## config.mk

```make
export PLATFORM = sky130hd
export DESIGN_NAME = fill_run_compressor
export DESIGN_NICKNAME = d
export VERILOG_FILES = /design/src/rtl/fill_run_compressor.sv
export SDC_FILE = /design/constraint.sdc
export NUM_CORES = 1
export LEC_CHECK = 0
export BUFFER_PORTS_ARGS = -buffer_cell sky130_fd_sc_hd__buf_2
export CAP_MARGIN = 20
export CORE_MARGIN = 2
export CORE_UTILIZATION = 35
export DETAILED_ROUTE_END_ITERATION = 16
export PLACE_DENSITY_LB_ADDON = 0.05
export SETUP_SLACK_MARGIN = 0.05
export SYNTH_ARGS = -nofsm -noshare
export SYNTH_HDL_FRONTEND = slang
export SYNTH_SLANG_ARGS = --single-unit
```

## constraint.sdc

```tcl
create_clock -name clk -period 4 [get_ports clk]
set_clock_uncertainty 0.15 [all_clocks]
set_input_delay 0 -clock clk [delete_from_list [all_inputs] [get_ports clk]]
set_output_delay 0 -clock clk [all_outputs]
set_load 0.02 [all_outputs]
```

## src/rtl/fill_run_compressor.sv

```systemverilog
// fill_run_compressor - folds runs of all-0/all-1 words into (bit, length) tokens, other words pass as literals.
// One output register plus a one-token hold buffer for the cycle where a run closes and a second token is due.
module fill_run_compressor #(
   parameter int W     = 2,
   parameter int CNT_W = 8
) (
   input  logic             clk,
   input  logic             rst_n,
   input  logic             in_valid,
   output logic             in_ready,
   input  logic [W-1:0]     in_data,
   input  logic             in_last,
   output logic             out_valid,
   input  logic             out_ready,
   output logic             out_kind,
   output logic             out_bit,
   output logic [CNT_W-1:0] out_len,
   output logic [W-1:0]     out_data,
   output logic             out_last
);

   typedef enum logic [1:0] {IDLE, RUN, PEND} state_t;

   typedef struct packed {
      logic             kind;
      logic             fbit;
      logic [CNT_W-1:0] len;
      logic [W-1:0]     data;
      logic             last;
   } tok_t;

   localparam logic [CNT_W-1:0] MAX_LEN = '1;
   localparam logic [CNT_W-1:0] ONE     = CNT_W'(1);

   state_t           state_q, state_d;
   logic             run_bit_q, run_bit_d;
   logic [CNT_W-1:0] run_len_q, run_len_d;
   tok_t             hold_q, hold_d;
   tok_t             out_q;
   logic             out_valid_q;

   logic             slot_free, accept, is_fill, fill_bit, emit;
   tok_t             emit_tok;

   function automatic tok_t run_tok(input logic b, input logic [CNT_W-1:0] n, input logic l);
      tok_t t;
      t      = '0;
      t.kind = 1'b1;
      t.fbit = b;
      t.len  = n;
      t.last = l;
      return t;
   endfunction

   function automatic tok_t lit_tok(input logic [W-1:0] d, input logic l);
      tok_t t;
      t      = '0;
      t.data = d;
      t.last = l;
      return t;
   endfunction

   assign slot_free = !out_valid_q || out_ready;
   assign in_ready  = slot_free && (state_q != PEND);
   assign accept    = in_valid && in_ready;
   assign is_fill   = (&in_data) || !(|in_data);
   assign fill_bit  = in_data[0];

   always_comb begin
      state_d   = state_q;
      run_bit_d = run_bit_q;
      run_len_d = run_len_q;
      hold_d    = hold_q;
      emit      = 1'b0;
      emit_tok  = '0;
      case (state_q)
         IDLE: begin
            if (accept) begin
               emit = 1'b1;
               if (!is_fill) begin
                  emit_tok = lit_tok(in_data, in_last);
               end else if (in_last) begin
                  emit_tok = run_tok(fill_bit, ONE, 1'b1);
               end else begin
                  emit      = 1'b0;
                  state_d   = RUN;
                  run_bit_d = fill_bit;
                  run_len_d = ONE;
               end
            end
         end
         RUN: begin
            if (accept) begin
               if (is_fill && fill_bit == run_bit_q) begin
                  if (run_len_q != MAX_LEN) begin
                     if (in_last) begin
                        emit      = 1'b1;
                        emit_tok  = run_tok(run_bit_q, run_len_q + ONE, 1'b1);
                        state_d   = IDLE;
                        run_len_d = '0;
                     end else begin
                        run_len_d = run_len_q + ONE;
                     end
                  end else begin
                     // Full counter: close this token and restart the same run at length 1.
                     emit     = 1'b1;
                     emit_tok = run_tok(run_bit_q, MAX_LEN, 1'b0);
                     if (in_last) begin
                        hold_d    = run_tok(run_bit_q, ONE, 1'b1);
                        state_d   = PEND;
                        run_len_d = '0;
                     end else begin
                        run_len_d = ONE;
                     end
                  end
               end else begin
                  emit     = 1'b1;
                  emit_tok = run_tok(run_bit_q, run_len_q, 1'b0);
                  if (is_fill && !in_last) begin
                     run_bit_d = fill_bit;
                     run_len_d = ONE;
                  end else begin
                     hold_d    = is_fill ? run_tok(fill_bit, ONE, 1'b1) : lit_tok(in_data, in_last);
                     state_d   = PEND;
                     run_len_d = '0;
                  end
               end
            end
         end
         PEND: begin
            if (slot_free) begin
               emit     = 1'b1;
               emit_tok = hold_q;
               hold_d   = '0;
               state_d  = IDLE;
            end
         end
         default: state_d = IDLE;
      endcase
   end

   always_ff @(posedge clk or negedge rst_n) begin
      if (!rst_n) begin
         state_q     <= IDLE;
         run_bit_q   <= 1'b0;
         run_len_q   <= '0;
         hold_q      <= '0;
         out_q       <= '0;
         out_valid_q <= 1'b0;
      end else begin
         state_q   <= state_d;
         run_bit_q <= run_bit_d;
         run_len_q <= run_len_d;
         hold_q    <= hold_d;
         if (emit) begin
            out_q       <= emit_tok;
            out_valid_q <= 1'b1;
         end else if (out_ready) begin
            out_valid_q <= 1'b0;
         end
      end
   end

   assign out_valid = out_valid_q;
   assign out_kind  = out_q.kind;
   assign out_bit   = out_q.fbit;
   assign out_len   = out_q.len;
   assign out_data  = out_q.data;
   assign out_last  = out_q.last;

endmodule

```

==> impl_results.md <==
* Top cell type by total area after synthesis: dfrtp_1
* Netlist cell types at 50
* Chip Height at 75.65 µm
* RSZ-0062 raised after global routing: false
* Clock-pin transition on the worst setup and hold timing paths at 60 ps
* List of most frequent post-synthesis cells: dfrtp_1 (30), nand2_1 (15), inv_1 (13)
* Placement row count at 26
* Path class of the lowest-slack min-delay path: in -> reg
* Hold Fails Final Rpt at 0
* Horiz. Die Dim at 75.65 µm
* Mean post-synth cell area at 10.09 µm²
* Worst stage delay on the critical path at 600 ps
* Critical Setup Path Class: in -> reg
* Total leakage power at 0.0009915 µW
* Sum Neg Setup Slack at 0 ps
* HPWL reported at the end of detailed placement at 3.146 mm
* Hold Path Cell Cnt at 4
* #FFs+latches synth at 30
* Fill cell total of the finished layout at 513
* Clock sinks at 30
* Signed area change from the synthesized netlist to the final layout at 14.55%
* Slack of the critical path at 1272 ps
* Critical-path cell list: dlygate4sd3_1, buf_2, inv_1, ha_1, and4bb_2, o211ai_2, a21oi_2, a22oi_1
* Total inserted antenna cells at 0
* Global-route usage over all layers at 0.1685
* Mapped Cells at 178
* Net count after synthesis at 191
* Number of enable-type register cells in the synthesized netlist at 0
* Critical-path maximum fanout at 15
* Power density normalized to cell area at 472.7 nW/µm²
* # port buffers at 21
* Number of global-route vias before repair at 1344
* Final GP Congestion at 0.8270
* Critical path required time at 3980 ps
* Total setup violations reported at the end of the flow at 0
* Async set or reset register ratio after synthesis at 1.000
* Initial DRC count at 139
* CP startpoint kind: input port
* Die area at 5723 µm²
* Warnings, synthesis at 0
* Cells on worst reg2reg path at 5
* Detailed Routing Iterations Pass 1 at 4
* Most numerous cell in the Yosys netlist: dfrtp_1
* Cells after DPL at 261
* Pwr Total at 973.0 µW
* Number of non-filler instances in the completed layout at 270
* Max transition margin at 0.5402
* Outcome: completed
* Worst-Skew Late Latency at 280 ps
* Post-cts hold buffer count at 3
* Max-slew violation count at 0
* Via count at 1504
* Area share of the largest cell type after synthesis at 0.4178
* Post-route antenna net violation count at 0
* Initial cell density of the core at 0.3563
* Mapped cell area at 1797 µm²
* Transition time of the tightest slew-check pin at 683.9 ps
* Nets at 214
* Clock tree from TritonCTS: yes
* Maximum ir drop on the vdd rail at 0.2440 mV
* Clock root buffer: clkbuf_8
* Worst path slowest cell: a21oi_2
* Routed wirelength normalized by instance count at 16.54 µm
* Count of pins on the block boundary at 22
* Gr ovfl total at 0
* Critical Path End Type: flip-flop
* Crit path time final at 2728 ps
* Number of H-tree levels at 2
* Most area-consuming cells after synthesis: dfrtp_1 (42%), ha_1 (4.2%), mux2i_1 (3.9%)
* Max frequency at 0.3666 GHz
* Sequential fraction of the synthesis area at 0.4178
* Number of buffers created by CTS at 5
* Initial antenna violation count at 0
* Arrival time at the worst endpoint at 2710 ps
* Clock Tree Buf Depth at 2
* Period utilisation layout at 0.6819
* Max-cap violations at 0
* Worst setup timing slack at the placement stage at 1365 ps
* Area of the core at 5042 µm²
* Wire length of the first global-routing pass at 7.072 mm
* Resize count post-CTS at 0
* Ratio of cells with drive above 1 in the final layout at 0.1850
* Pin count of the biggest net entering global routing at 31
* Setup repair bufs after CTS at 0
* Core Util, Final at 0.4082
* Routed vias/inst at 5.570
* Main synth FF type: dfrtp_1
* Number of remaining DRC errors at 0
* Final routed wirelength across all metal layers at 4.466 mm
-- sequential cells by signal (all words and copies together) (netlist names) --
name       cells
run_bit_q      1
out_last       1
out_valid      1
out_data       2
out_bit        1
out_kind       1
out_len        8
state_q        2
hold_q         5
run_len_q      8
-- placed cells by master, fill, tap and decap left out, types with 3 or more instances in the layout --
cell           instances
nand2_1               15
ha_1                   6
o21a_1                 3
and3_1                 4
o21ai_0                9
nor2_1                 6
mux2i_1                7
a32o_1                 3
nand4_1                5
nor4_1                 3
a221o_1                3
a21o_1                 5
nor2b_1                3
dfrtp_1               30
buf_2                 21
o2111ai_1              3
o2bb2ai_1              6
nand3_1                3
a22o_1                 3
clkbuf_8               6
dlygate4sd3_1          3
inv_1                 13
o211ai_1               3
a21oi_1                4
and2_1                 3
-- through the flow --
| step | area [µm²] | hold slack (ps) |
|---|---|---|
| after floorplan | 1797 | -445.6 |
| after global placement | 1946 | -68.12 |
| after detailed placement | 1946 | -41.26 |
| after CTS | 2058 | 1.203 |
| after global routing | 2058 | 21.71 |
| final | 2058 | 2.833 |
-- cells by family after synthesis --
| kind of cell | share of synthesized area |
|---|---|
| AOI/OAI and AO/OA | 0.2584 |
| and+or+nand+nor | 0.1762 |
| buffers and inverters | 0.05153 |
| xor gates and xnor gates | 0.009055 |
| adders and majority gates | 0.04178 |
| DFF | 0.4178 |
| muxes | 0.04527 |
-- per-layer routing --
| layer | routed length, µm | track usage | part of all wire |
|---|---|---|---|
| met1 | 2194 | 0.2525 | 0.49 |
| met3 | 265 | 0.03968 | 0.059 |
| met2 | 1939 | 0.2338 | 0.43 |
| met4 | 65 | 0.06433 | 0.015 |
| met5 | 0 | 0 | 0 |
-- power by group --
group | internal [µW] | leakage, µW | switching (µW) | total (µW)
clock network | 132 | 0.0000431 | 110 | 243
registers | 371 | 0.000396 | 57.1 | 428
logic | 119 | 0.000553 | 184 | 302
-- final cells by class --
cell class | count | area [µm²] | share of cell area
flip-flops and latches | 30 | 750.7 | 0.3647
repair buffers | 24 | 135.1 | 0.06565
well taps | 70 | 87.58 | 0.04255
multi-input cells | 127 | 953.4 | 0.4632
inverters | 13 | 48.80 | 0.02371
clock buffers | 6 | 82.58 | 0.04012
-- critical path: cells and delay by family --
family	cells	cell delay [ps]
AOI/OAI and AO/OA	3	1070
adders and majority gates	1	520
and+or+nand+nor	1	310
buffers and inverters	3	810
-- final timing paths --
path	startpoint	endpoint	slack [ps]
min	out_ready	out_valid$_DFFE_PN0P_	3
max	in_data[0]	out_data[0]$_DFFE_PN0P_	1270
min in group asynchronous	rst_n	state_q[0]$_DFFE_PN0P_	140
max reg2reg	run_len_q[0]$_DFFE_PN0P_	out_len[0]$_DFFE_PN0P_	1350
min reg2reg	out_len[5]$_DFFE_PN0P_	out_len[5]$_DFFE_PN0P_	340
max in group asynchronous	rst_n	out_len[1]$_DFFE_PN0P_	3110
No activity file was read; power rests on OpenSTA's default activity.
